$ cat src/rtl/mc_control.sv
// mc_control: multicycle MIPS-subset control unit.
//   Sequences lw, sw, R-type, addi, beq and j through a Moore FSM and drives
//   the datapath selects and write strobes. Unsupported op/funct pulse illegal.
// Ports:
//   clk          rising-edge clock
//   reset_n      asynchronous active-low reset
//   op           instruction[31:26]
//   funct        instruction[5:0]
//   zero         ALU result-equals-zero flag
//   alu_control  ALU F code (000 AND, 001 OR, 010 ADD, 110 SUB, 111 SLT)
//   alu_src_a    0=PC, 1=register A
//   alu_src_b    00=B, 01=4, 10=sign-ext imm, 11=sign-ext imm<<2
//   pc_src       00=ALU result, 01=ALUOut, 10=jump target
//   iord, ir_write, mem_write, reg_write, reg_dst, mem_to_reg, pc_en
//                datapath strobes/selects
//   illegal      one-cycle pulse on unsupported op or funct
module mc_control (
  input  logic       clk,
  input  logic       reset_n,
  input  logic [5:0] op,
  input  logic [5:0] funct,
  input  logic       zero,
  output logic [2:0] alu_control,
  output logic       alu_src_a,
  output logic [1:0] alu_src_b,
  output logic [1:0] pc_src,
  output logic       iord,
  output logic       ir_write,
  output logic       mem_write,
  output logic       reg_write,
  output logic       reg_dst,
  output logic       mem_to_reg,
  output logic       pc_en,
  output logic       illegal
);

  typedef enum logic [3:0] {
    FETCH   = 4'd0,
    DECODE  = 4'd1,
    MEMADR  = 4'd2,
    MEMRD   = 4'd3,
    MEMWB   = 4'd4,
    MEMWR   = 4'd5,
    EXECUTE = 4'd6,
    ALUWB   = 4'd7,
    BRANCH  = 4'd8,
    ADDIEXE = 4'd9,
    ADDIWB  = 4'd10,
    JUMP    = 4'd11
  } state_t;

  localparam logic [5:0] OP_LW   = 6'b100011;
  localparam logic [5:0] OP_SW   = 6'b101011;
  localparam logic [5:0] OP_RTYP = 6'b000000;
  localparam logic [5:0] OP_BEQ  = 6'b000100;
  localparam logic [5:0] OP_ADDI = 6'b001000;
  localparam logic [5:0] OP_J    = 6'b000010;

  state_t     state;
  state_t     state_next;
  logic       ir_write_s;
  logic       mem_write_s;
  logic       reg_write_s;
  logic       illegal_s;
  logic       pc_write;
  logic       branch;
  logic [2:0] funct_ctl;
  logic       funct_ok;

  always_ff @(posedge clk or negedge reset_n) begin
    if (!reset_n) state <= FETCH;
    else          state <= state_next;
  end

  always_comb begin
    funct_ctl = 3'b010;
    funct_ok  = 1'b1;
    case (funct)
      6'b100000: funct_ctl = 3'b010;
      6'b100010: funct_ctl = 3'b110;
      6'b100100: funct_ctl = 3'b000;
      6'b100101: funct_ctl = 3'b001;
      6'b101010: funct_ctl = 3'b111;
      default:   funct_ok  = 1'b0;
    endcase
  end

  always_comb begin
    state_next  = FETCH;
    alu_control = 3'b010;
    alu_src_a   = 1'b0;
    alu_src_b   = 2'b00;
    pc_src      = 2'b00;
    iord        = 1'b0;
    ir_write_s  = 1'b0;
    mem_write_s = 1'b0;
    reg_write_s = 1'b0;
    reg_dst     = 1'b0;
    mem_to_reg  = 1'b0;
    pc_write    = 1'b0;
    branch      = 1'b0;
    illegal_s   = 1'b0;
    case (state)
      FETCH: begin
        ir_write_s = 1'b1;
        alu_src_b  = 2'b01;
        pc_write   = 1'b1;
        state_next = DECODE;
      end
      DECODE: begin
        alu_src_b = 2'b11;
        case (op)
          OP_LW, OP_SW: state_next = MEMADR;
          OP_RTYP:      state_next = EXECUTE;
          OP_BEQ:       state_next = BRANCH;
          OP_ADDI:      state_next = ADDIEXE;
          OP_J:         state_next = JUMP;
          default:      illegal_s  = 1'b1;
        endcase
      end
      MEMADR: begin
        alu_src_a  = 1'b1;
        alu_src_b  = 2'b10;
        state_next = (op == OP_LW) ? MEMRD : MEMWR;
      end
      MEMRD: begin
        iord       = 1'b1;
        state_next = MEMWB;
      end
      MEMWB: begin
        mem_to_reg  = 1'b1;
        reg_write_s = 1'b1;
      end
      MEMWR: begin
        iord        = 1'b1;
        mem_write_s = 1'b1;
      end
      EXECUTE: begin
        alu_src_a   = 1'b1;
        alu_control = funct_ctl;
        illegal_s   = ~funct_ok;
        state_next  = ALUWB;
      end
      ALUWB: begin
        reg_dst     = 1'b1;
        // An unsupported funct already flagged illegal in EXECUTE; drop its write-back.
        reg_write_s = funct_ok;
      end
      BRANCH: begin
        alu_src_a   = 1'b1;
        alu_control = 3'b110;
        pc_src      = 2'b01;
        branch      = 1'b1;
      end
      ADDIEXE: begin
        alu_src_a  = 1'b1;
        alu_src_b  = 2'b10;
        state_next = ADDIWB;
      end
      ADDIWB: begin
        reg_write_s = 1'b1;
      end
      JUMP: begin
        pc_src   = 2'b10;
        pc_write = 1'b1;
      end
      default: state_next = FETCH;
    endcase
  end

  // Reset holds state at FETCH, whose strobes must not fire while reset is low.
  assign ir_write  = ir_write_s  & reset_n;
  assign mem_write = mem_write_s & reset_n;
  assign reg_write = reg_write_s & reset_n;
  assign illegal   = illegal_s   & reset_n;
  assign pc_en     = (pc_write | (branch & zero)) & reset_n;

endmodule

$ cat config.mk
export PLATFORM = sky130hd
export DESIGN_NAME = mc_control
export DESIGN_NICKNAME = d
export VERILOG_FILES = /design/src/rtl/mc_control.sv
export SDC_FILE = /design/constraint.sdc
export NUM_CORES = 1
export LEC_CHECK = 0
export CAP_MARGIN = 40
export CORE_MARGIN = 5
export CORE_UTILIZATION = 41
export DETAILED_ROUTE_END_ITERATION = 7
export PLACE_DENSITY = 0.94
export SYNTH_ARGS = -nofsm -noshare
export SYNTH_HDL_FRONTEND = slang
export SYNTH_SLANG_ARGS = --single-unit
$ cat constraint.sdc
create_clock -name clk -period 1.88 [get_ports clk]
set_input_delay 0.376 -clock clk [delete_from_list [all_inputs] [get_ports clk]]
set_output_delay 0.376 -clock clk [all_outputs]
set_load 0.02 [all_outputs]
==> summary.md, run 1 <==
| Metric | Value |
|---|---|
| Die Height | 47.3 µm |
| Clock root buffer | clkbuf_4 |
| Status | aborted with a tool error |
| FP Rows | 13 |
| Yosys cell types | 42 |
| Post-synth EDFFs | 0 |
| Routability cong. | 0.984 |
| Hold Buf Count CTS | 0 |
| Synth Flop Type | dfrtp_1 |
| Syn Nets | 85 |
| Largest net degree at the start of global routing | 11 |
| CTS Sinks | 4 |
| Starting Density | 43.4% |
| IO Port Bufs | 30 |
| Die W | 47.3 µm |
| Ys Warns | 0 |
| Grt repair worst endpoint | reg_write |
| Syn Area/Cell | 8.17 µm² |
| Worst ep type | output port |
| Gate Count Post-Synth | 70 |
| Synthesized flop and latch total | 4 |
| # IOs | 31 |
| Pre-CTS WS | -0.678 ns |
| Synth Cell Area | 572 µm² |
| Last step reached | global routing (5_1_grt) |
| Total CTS buffers | 3 |
| Final HPWL DP | 2.05 mm |
| Stop err | [ERROR DPL-0038] Utilization greater than 100%, impossible to legalize |
| Dpl cells | 144 |
| H-tree levels | 1 |
| Register area share after synthesis | 17.5% |
| Fraction of registers with async set/reset | 100% |
| Max Buffers Root-to-Sink | 2 |
cells by family after synthesis:
logic type / after synthesis / share of synthesized area (%)
xor gates and xnor gates: 3 / 4.60
DFF: 4 / 17.5
AOI/OAI and AO/OA: 21 / 27.8
buffers and inverters: 8 / 8.75
and+or+nand+nor: 34 / 41.4
metrics by stage:
step | util [%] | area, µm²
2_1_floorplan | - | 587
3_3_place_gp | 84.9 | 1120
3_5_place_dp | 84.9 | 1120
4_1_cts | 91.4 | 1200
Yosys cell counts, types with 2 or more instances:
master,n,area [µm²]
nor2_1,5,18.8
a21oi_1,4,20.0
dfrtp_1,4,100
nor3_1,4,20.0
inv_1,3,11.3
nor2b_1,3,18.8
a31oi_1,2,12.5
and4b_1,2,20.0
buf_6,2,22.5
nand2_1,2,7.51
nand2b_1,2,12.5
nand4_1,2,12.5
nor4_1,2,12.5
nor4b_2,2,30.0
o2111ai_1,2,17.5
o211ai_1,2,15.0
xor2_1,2,17.5
what timing repair did:
| action | 4_1_cts |
|---|---|
| endpoints found under the hold margin | 0 |
| pin swaps | 4 |
| setup buffers | 3 |
| endpoints found under the setup margin | 16 |
| resized for setup | 87 |
==> inputs of run 2 (changes only) <==
--- a/config.mk
+++ b/config.mk
@@ -6,10 +6,10 @@
 export NUM_CORES = 1
 export LEC_CHECK = 0
 export CAP_MARGIN = 40
-export CORE_MARGIN = 5
-export CORE_UTILIZATION = 41
+export CORE_AREA = 5 5 66 68
 export DETAILED_ROUTE_END_ITERATION = 7
-export PLACE_DENSITY = 0.94
+export DIE_AREA = 0 0 71 73
+export PLACE_DENSITY_LB_ADDON = 0.15
 export SYNTH_ARGS = -nofsm -noshare
 export SYNTH_HDL_FRONTEND = slang
 export SYNTH_SLANG_ARGS = --single-unit
==> run 2 against run 1 <==
  * The flow now finishes, with violations (setup timing)
  * Synthesized cell count stayed put
  * Synthesized area stayed put
==> summary.md, run 2 <==
| Metric | Value |
|---|---|
| CTS tree | built |
| Final HPWL DP | 1.96 mm (-4.7%) |
| Diodes inserted | 0 |
| Core area | 0.00380 mm² |
| Die Area | 0.00518 mm² |
| R2R setup slack | 0.58 ns |
| Status | finished, violations left |
| Biggest regs | state: 4 flops |
| Register area share after synthesis | 17.5% (unchanged) |
| Routed WL per cell | 12.7 µm |
| Worst Setup Start Kind | primary input |
| CTS Sinks | 4 (unchanged) |
| Final Hold Vio Count | 0 |
| CP top delay family | buffers and inverters |
| Detail Route Antenna Nets | 0 |
| RSZ-0062 raised after global routing | yes |
| Clock Skew | 0.00304 ns |
| Crit-path cells | clkdlybuf4s50_1 -> and2b_2 -> o211ai_1 -> a32o_1 -> buf_4 |
| Min setup slack post-route | -0.0226 ns |
| Maximum vdd drop | 0.214 mV |
| Syn Area/Cell | 8.17 µm² (unchanged) |
| Worst r2r src | state[3] |
| Starting Density | 15.1% (-28 points) |
| Reg-to-Reg End | state[1] |
| Worst slew margin | 79.9% |
| Slew at the pin closest to its max-slew limit | 0.299 ns |
| Yosys cell types | 42 (unchanged) |
| Final Util | 35.0% |
| Max-cap violations | 0 |
| Top-area cell type share of the netlist area | 17.5% (unchanged) |
| Pre-CTS WS | -0.672 ns (+0.00585 ns) |
| Clock Pin Slew Worst Setup and Hold Paths | 0.03 ns |
| Failing checks | setup timing |
| Fraction of registers with async set/reset | 100% (unchanged) |
| Most common cell in the netlist | nor2_1 |
| Area Growth Syn to Fin | 133% |
| Setup TNS | -0.0226 ns |
| Crit. End Element | output pin |
| Pleak | 0.609 nW |
| Synth top cells by count | nor2_1, a21oi_1, dfrtp_1, nor3_1 |
| Synth area leaders | dfrtp_1, nor4b_2, buf_6 |
| FP Rows | 23 (+10) |
| CP Data Arrival Time | 1.53 ns |
| IO Port Bufs | 30 (unchanged) |
| Gate Count Post-Synth | 70 (unchanged) |
| Initial antenna violation count | 0 |
| Worst path slowest cell | clkdlybuf4s50_1 |
| Routability cong. | 0.819 (-17%) |
| Max Buffers Root-to-Sink | 2 (unchanged) |
| DP Area | 0.00116 mm² (+3.9%) |
| Fin area | 0.00133 mm² |
| Ys Warns | 0 (unchanged) |
| Nets@finish | 151 |
| Leading area contributor after synthesis | dfrtp_1 |
| Synthesized flop and latch total | 4 (unchanged) |
| Worst Hold Class | primary input to async pin |
| Worst setup path class | primary input to output pin |
| Critical path depth in cells | 5 |
| WP data required | 1.50 ns |
| Max Fclk | 526 MHz |
| Setup violations, final | 1 |
| Synth Flop Type | dfrtp_1 |
| Post-synth EDFFs | 0 (unchanged) |
| Cell depth of the worst flop-to-flop path | 4 |
| H-tree levels | 1 (unchanged) |
| Worst Setup SP | funct[5] |
| Via density per instance | 4.37 |
| Cell Pwr Density | 748 mW/mm² |
| Max-slew violation count | 0 |
| Total CTS buffers | 3 (unchanged) |
| Syn Nets | 85 (unchanged) |
| Die Height | 73 µm (+54%) |
| Crit path max fanout | 3 |
| Period utilization | 101% |
| Worst-Skew Late Latency | 0.21 ns |
| Max reg flops | 4 |
| # IOs | 31 (unchanged) |
| Slowest stage delay, CP | 0.45 ns |
| Largest Register | state |
| Clock root buffer | clkbuf_8 |
| DR pass1 iterations | 4 |
| Vias in the first global route | 818 |
| GRT Total Usage | 8.77% |
| Overall Power | 0.995 mW |
| Drt drc | 0 |
| DR vias | 804 |
| Min cycle time layout | 1.90 ns |
| Largest net degree at the start of global routing | 11 |
| Die W | 71 µm (+50%) |
| Grt total ovfl | 0 |
| Synth Cell Area | 572 µm² (unchanged) |
| Share of cells above drive strength 1 | 56.0% |
| Routed wire length | 2.34 mm |
| Worst Setup EP | illegal |
| Hold Buf Count CTS | 0 (unchanged) |
| First-pass GRT wire length | 3.67 mm |
| Most common cell after layout, fill and taps aside | buf_4 |
| Worst Path Buf+Inv | 2 |
| Most frequent cells in the layout | buf_4, buf_6, dlymetal6s2s_1 |
| 1st-iter DRT viols | 22 |
run 2: cell counts after synthesis:
Identical to the previous run, type by type.
run 2: where the power goes:
part | switching, mW | internal (mW) | leakage [nW]
clock | 0.0411 | 0.136 | 0.0216
combinational | 0.334 | 0.347 | 0.535
sequential | 0.0286 | 0.108 | 0.0521
run 2: timing repair:
action / in CTS / in global routing
endpoints found under the hold margin: 0 / 0
resized for setup: 82 / 31
buffers inserted: 1 / 1
pin swaps: 2 / 10
setup endpoints to repair: 16 / 12
run 2: stage by stage:
stage	instances	hold WS (ns)
after global routing	184	0.244
after global placement	179	0.645
after floorplan	70	0.0804
after CTS	183	0.221
after detailed placement	179	0.638
final	184	0.216
run 2: layout make-up:
cell class	instances	area (µm²)
clock buffer	3	41.3
timing repair buffer	65	563
fill	420	2470
tap	50	62.6
inverter	4	15.0
sequential	4	101
multi-input combinational	58	547
run 2: logic make-up (layout without fill, tap and decap cells):
family / count (synthesis) / after routing / share of synthesized area (%)
buf+inv: 8 / 72 / 8.75
flops: 4 / 4 / 17.5
compound gates: 21 / 21 / 27.8
xor+xnor: 3 / 3 / 4.60
simple gates: 34 / 34 / 41.4
run 2: worst reg2reg max path, cell delays in order (launching register included):
cell,delay [ns]
dfrtp_1,0.40
buf_6,0.16
or3_4,0.34
buf_4,0.14
o211ai_1,0.16
run 2: metal layers:
metal / GRT usage (%) / share of wire, %
met1: 10.1 / 43
met2: 16.9 / 53
met3: 1.52 / 4.0
met4: 1.88 / 0.51
met5: 0 / 0
run 2: how the worst min path moves through the flow:
stage / start / end / cells after the start
finish: reset_n / state[3] / 2
global route: reset_n / state[3] / 2
CTS: reset_n / state[3] / 2
detailed placement: state[3] / state[0] / 2
global placement: state[3] / state[0] / 2
floorplan: reset_n / state[0] / 0
Note: power is estimated with default switching activity, not from simulation.
==> inputs of run 3 (changes only) <==
--- a/config.mk
+++ b/config.mk
@@ -7,6 +7,7 @@
 export LEC_CHECK = 0
 export CAP_MARGIN = 40
 export CORE_AREA = 5 5 66 68
+export CTS_CLUSTER_DIAMETER = 40
 export DETAILED_ROUTE_END_ITERATION = 7
 export DIE_AREA = 0 0 71 73
 export PLACE_DENSITY_LB_ADDON = 0.15
==> results of run 3 <==
Same layout as run 2: the final DEF is identical, and so are final timing and power.
